File: src/rtl/mem_if_pkg.sv
`default_nettype none
//============================================================================
// mem_if_pkg: shared constants and types for the cache-to-memory interface
// Revision: 1.0
//============================================================================
package mem_if_pkg;

   localparam int ADDR_W = 32;
   localparam int LINE_W = 256;

   typedef enum logic [0:0] {
      IDLE = 1'b0,
      BUSY = 1'b1
   } arb_state_t;

   localparam logic PORT_ICACHE = 1'b0;
   localparam logic PORT_DCACHE = 1'b1;

endpackage
`default_nettype wire

File: src/rtl/rr_arb2.sv
`default_nettype none
//============================================================================
// rr_arb2: combinational two-requester round-robin picker
// Revision: 1.0
//============================================================================
module rr_arb2
   import mem_if_pkg::*;
(
   input  logic [1:0] req,
   input  logic       last,
   output logic       gnt_valid,
   output logic       gnt_idx
);

   always_comb begin
      gnt_valid = |req;
      gnt_idx   = PORT_ICACHE;
      // On a tie the port that did not win last time goes first
      if (req == 2'b11) begin
         gnt_idx = ~last;
      end else if (req[1]) begin
         gnt_idx = PORT_DCACHE;
      end
   end

endmodule
`default_nettype wire

File: src/rtl/mem_arbiter.sv
`default_nettype none
//============================================================================
// mem_arbiter: shares one line-wide data memory between icache and dcache
// Revision: 1.0
//============================================================================
module mem_arbiter #(
   parameter int ADDR_W  = mem_if_pkg::ADDR_W,
   parameter int LINE_W  = mem_if_pkg::LINE_W,
   parameter int TIMEOUT = 255
) (
   input  logic              clk_i,
   input  logic              rst_i,
   input  logic              p0_enable_i,
   input  logic              p0_write_i,
   input  logic [ADDR_W-1:0] p0_addr_i,
   input  logic [LINE_W-1:0] p0_data_i,
   output logic [LINE_W-1:0] p0_data_o,
   output logic              p0_ack_o,
   input  logic              p1_enable_i,
   input  logic              p1_write_i,
   input  logic [ADDR_W-1:0] p1_addr_i,
   input  logic [LINE_W-1:0] p1_data_i,
   output logic [LINE_W-1:0] p1_data_o,
   output logic              p1_ack_o,
   output logic              mem_enable_o,
   output logic              mem_write_o,
   output logic [ADDR_W-1:0] mem_addr_o,
   output logic [LINE_W-1:0] mem_data_o,
   input  logic [LINE_W-1:0] mem_data_i,
   input  logic              mem_ack_i,
   output logic              owner_o,
   output logic              busy_o,
   output logic              err_o
);

   import mem_if_pkg::*;

   localparam logic [7:0] c_TO_LAST = 8'(TIMEOUT - 1);

   arb_state_t        r_state;
   arb_state_t        w_state_nxt;
   logic              r_owner;
   logic              r_last;
   logic              r_write;
   logic              r_err;
   logic [ADDR_W-1:0] r_addr;
   logic [LINE_W-1:0] r_data;
   logic [7:0]        r_cnt;
   logic              w_gnt_valid;
   logic              w_gnt_idx;
   logic              w_grant;
   logic              w_done;
   logic              w_timeout;

   rr_arb2 u_rr_arb2 (
      .req       ({p1_enable_i, p0_enable_i}),
      .last      (r_last),
      .gnt_valid (w_gnt_valid),
      .gnt_idx   (w_gnt_idx)
   );

   always_comb begin
      w_state_nxt = r_state;
      w_grant     = 1'b0;
      w_done      = 1'b0;
      w_timeout   = 1'b0;
      case (r_state)
         IDLE: begin
            if (w_gnt_valid) begin
               w_state_nxt = BUSY;
               w_grant     = 1'b1;
            end
         end
         BUSY: begin
            // An ack arriving in the final allowed cycle still completes normally
            if (mem_ack_i) begin
               w_state_nxt = IDLE;
               w_done      = 1'b1;
            end else if (r_cnt == c_TO_LAST) begin
               w_state_nxt = IDLE;
               w_done      = 1'b1;
               w_timeout   = 1'b1;
            end
         end
         default: w_state_nxt = IDLE;
      endcase
   end

   always_ff @(posedge clk_i or negedge rst_i) begin
      if (!rst_i) begin
         r_state <= IDLE;
      end else begin
         r_state <= w_state_nxt;
      end
   end

   always_ff @(posedge clk_i or negedge rst_i) begin
      if (!rst_i) begin
         r_owner <= PORT_ICACHE;
         r_last  <= PORT_DCACHE;
         r_write <= 1'b0;
         r_addr  <= '0;
         r_data  <= '0;
         r_cnt   <= '0;
         r_err   <= 1'b0;
      end else begin
         if (w_grant) begin
            r_owner <= w_gnt_idx;
            r_write <= (w_gnt_idx == PORT_DCACHE) ? p1_write_i : p0_write_i;
            r_addr  <= (w_gnt_idx == PORT_DCACHE) ? p1_addr_i  : p0_addr_i;
            r_data  <= (w_gnt_idx == PORT_DCACHE) ? p1_data_i  : p0_data_i;
            r_cnt   <= '0;
         end else if (r_state == BUSY) begin
            r_cnt <= r_cnt + 8'd1;
         end
         if (w_done) begin
            r_last <= r_owner;
         end
         if (w_timeout) begin
            r_err <= 1'b1;
         end
      end
   end

   assign busy_o       = (r_state == BUSY);
   assign mem_enable_o = busy_o;
   assign mem_write_o  = r_write;
   assign mem_addr_o   = r_addr;
   assign mem_data_o   = r_data;
   assign owner_o      = r_owner;
   assign err_o        = r_err;

   // An owner that dropped its request before the ack does not see the pulse
   assign p0_ack_o  = mem_ack_i & busy_o & (r_owner == PORT_ICACHE) & p0_enable_i;
   assign p1_ack_o  = mem_ack_i & busy_o & (r_owner == PORT_DCACHE) & p1_enable_i;
   assign p0_data_o = mem_data_i;
   assign p1_data_o = mem_data_i;

endmodule
`default_nettype wire

File: config.mk
export PLATFORM = sky130hd
export DESIGN_NAME = mem_arbiter
export DESIGN_NICKNAME = d
export VERILOG_FILES = /design/src/rtl/mem_if_pkg.sv /design/src/rtl/rr_arb2.sv /design/src/rtl/mem_arbiter.sv
export SDC_FILE = /design/constraint.sdc
export NUM_CORES = 1
export LEC_CHECK = 0
export CAP_MARGIN = 10
export CORE_AREA = 2 2 635 637
export CTS_CLUSTER_DIAMETER = 40
export DETAILED_ROUTE_END_ITERATION = 6
export DIE_AREA = 0 0 637 639
export SYNTH_ARGS = -nofsm -noshare
export SYNTH_HDL_FRONTEND = slang
export SYNTH_SLANG_ARGS = --single-unit
export TNS_END_PERCENT = 30
File: constraint.sdc
create_clock -name clk_i -period 1.7 [get_ports clk_i]
set_input_delay 0.255 -clock clk_i [delete_from_list [all_inputs] [get_ports clk_i]]
set_output_delay 0.255 -clock clk_i [all_outputs]
set_load 0.05 [all_outputs]
==> results.json <==
{
  "required_ns": 2.33,
  "topRoutingLayerUsed": "met5",
  "path_cells": "buf_6 > buf_6 > o21bai_4 > buf_12 > buf_12 > buf_16 > buf_12 > buf_16 > nand2_2 > o21ai_1",
  "hold_viol": 0,
  "cpMostUsedCell": "buf_12",
  "hold_start": "p0_data_i[242]",
  "synth_warnings": 0,
  "worst_clock_skew_ns": 0.07919,
  "synth_area_leader_cell": "dfrtp_1",
  "netlist_area_mm2": 0.01756,
  "postPlaceCellArea_mm2": 0.02975,
  "fin_crit_sh_pct": 114.5,
  "synth-edff-count": 0,
  "max_freq_mhz": 513.8,
  "die_w_um": 637,
  "synth_area_leaders": "dfrtp_1, buf_4, mux2i_1",
  "rsz0062_at_grt": "yes",
  "timing_worst_setup_path_type": "flip-flop to flip-flop",
  "route.met2.wl_um": 155900,
  "status": "finished with violations",
  "fillers": 46250,
  "synth_area_per_cell_um2": 9.631,
  "cp_slowest_cell": "dfrtp_2",
  "grt_max_degree": 71,
  "cts_sinks": 301,
  "maxCapViolations": 0,
  "cts_tree": "done",
  "finalPower_mw": 46.03,
  "grt_antenna_before_repair": 311,
  "critPathTopFamily": "buffers and inverters",
  "critPathCaptureType": "flip-flop",
  "slowest_delay_ns": 0.43,
  "layout-drive-gt1-share_pct": 36.11,
  "area_growth_pct": 106.1,
  "insertion_delay_ns": 0.80,
  "finalWorstSetupSlack_ns": -0.2464,
  "synth-seq-area-share_pct": 42.91,
  "power-per-cell-area_mw_per_mm2": 1272,
  "ir_drop_mv": 0.9332,
  "hold_class": "input port to flip-flop",
  "initial_utilization_pct": 4.380,
  "yosys.area.top_type_share_pct": 42.76,
  "start_kind": "flip-flop",
  "grt_pass1_wl_um": 352000,
  "yosysUniqueCellTypes": 25,
  "synthMostInstantiatedCell": "buf_4",
  "track_usage_pct": 14.97,
  "wl_um": 321000,
  "cts-root-buf": "clkbuf_16",
  "dp_hpwl_um": 292000,
  "drtAntennaViolNets": 0,
  "grt-ovfl-total": 0,
  "synthTopCellsByCount": "buf_4, dfrtp_1, nand2_1",
  "die_area_mm2": 0.4070,
  "wl_met3_um": 75430,
  "core-area_mm2": 0.4009,
  "fin_area_mm2": 0.03618,
  "drc_errors": 0,
  "crit_fanout": 6,
  "synthesis.nets": 2664,
  "startpoint": "busy_o",
  "via_per_inst": 2.341,
  "drt_iter0_drc": 1321,
  "clockBufferDepth": 4,
  "pin_count": 1646,
  "regToRegStartpoint": "busy_o",
  "portBuffers": 877,
  "wl_per_cell_um": 40.99,
  "rows": 233,
  "htreeDepth": 3,
  "grt_pass1_vias": 16300,
  "p_leak_nw": 13.71,
  "first_pass_iters": 5,
  "syn-instance-count": 1823,
  "place.gp.congestion": 0.9681,
  "clk_pin_slew_worst_paths_ns": 0.06,
  "slew_headroom_pct": 58.81,
  "cts_buffers": 77,
  "async_reset_ff_share_pct": 100.0,
  "fp.dieH_um": 639,
  "critPathArrivalTime_ns": 2.57,
  "synthFlopType": "dfrtp_1",
  "setup_viol": 240,
  "ys_ff_latch": 301,
  "violations": "setup timing",
  "wl_met1_um": 68910,
  "crit_buf_inv": 7,
  "tightest_slew_ns": 0.6158,
  "num_vias": 18330,
  "num-nets-final": 3194,
  "layout_min_cycle_time_ns": 1.946,
  "slew_violations": 0
}
-- logic make-up after synthesis --
group	count (synthesis)	share of synthesized area (%)
AOI/OAI and AO/OA	302	8.766
xor gates and xnor gates	1	0.04990
adders and majority gates	2	0.1425
buffers and inverters	613	24.68
muxes	291	16.60
DFF	301	42.91
and+or+nand+nor	313	6.856
-- worst reg2reg max path, delay by kind of cell, from the launching register on --
kind            cells  cell delay [ns]
compound gates      2             0.23
buf+inv             7             1.07
flops               1             0.43
simple gates        1             0.06
-- power by group --
part / internal, mW / leakage (nW) / switching [mW]
sequential: 8.92 / 3.69 / 1.60
combinational: 7.51 / 8.71 / 11.8
clock: 10.7 / 1.31 / 5.49
-- routing by layer --
metal / up-vias / track usage (%)
met3: 881 / 16.80
met4: 158 / 8.206
met5: - / 1.784
li1: 6855 / -
met2: 2483 / 25.33
met1: 7956 / 9.139
-- worst paths after layout --
path	endpoint	slack, ns	depth (start not counted)
max in group asynchronous	mem_data_o[145]	0.47	3
min in group asynchronous	mem_data_o[252]	0.20	3
worst max register to register	mem_data_o[91]	-0.25	10
worst min-delay path	mem_data_o[242]	0.09	3
worst max-delay path	mem_data_o[91]	-0.25	10
worst min register to register	mem_data_o[141]	0.48	2
-- sequential cells by signal (all words and copies together) (netlist names) --
register,count
busy_o,1
err_o,1
mem_addr_o,32
mem_data_o,256
mem_write_o,1
owner_o,1
r_cnt,8
r_last,1
-- through the flow --
step           cells  util, %   TNS, ns  hold WS (ns)  setup slack (ns)
2_1_floorplan   1823        -  -0.03948      -0.04059          -0.02215
3_3_place_gp    7473    7.423   -132.89        0.1508           -0.6461
3_5_place_dp    7473    7.423   -144.33        0.1506           -0.6820
4_1_cts         7659    8.411    -53.00      0.001487           -0.3369
5_1_grt         7801    9.009    -39.86       0.05200           -0.3178
6_report        7830    9.027    -28.10       0.09099           -0.2464
-- layout make-up --
cell class / count / area (um^2) / share of cell area (%)
antenna: 134 / 335.3 / 0.9267
tap: 5287 / 6615 / 18.28
clock inverter: 45 / 656.9 / 1.815
multi-input combinational: 909 / 6765 / 18.70
inverter: 3 / 11.26 / 0.03112
clock buffer: 90 / 2077 / 5.740
sequential: 301 / 7559 / 20.89
timing repair buffer: 1061 / 12170 / 33.62
-- placed cells by master, fill, tap and decap left out, drive strengths merged --
cell,synthesis,layout
a21boi,1,1
a22o,1,1
and2,1,1
buf,576,448
bufinv,0,13
clkbuf,34,120
clkdlybuf4s50,0,581
clkinv,0,11
clkinvlp,0,10
dfrtp,300,300
dfstp,1,1
diode,0,134
dlygate4sd3,0,2
ha,2,2
inv,3,14
mux2,1,1
mux2i,290,290
nand2,296,296
nand3,6,6
nand4,4,4
nor2,3,3
nor3,1,1
nor3b,1,1
o211ai,3,3
o21ai,293,293
o21bai,1,1
o31ai,3,3
or4,1,1
xnor2,1,1
-- repair_timing --
item	CTS	global route
endpoints found under the hold margin	300	0
hold buffers	2	0
gates cloned	21	31
buffers inserted	30	16
resized for setup	122	555
pin swaps	2	121
setup endpoints to repair	333	379
No activity file was read; power rests on OpenSTA's default activity.
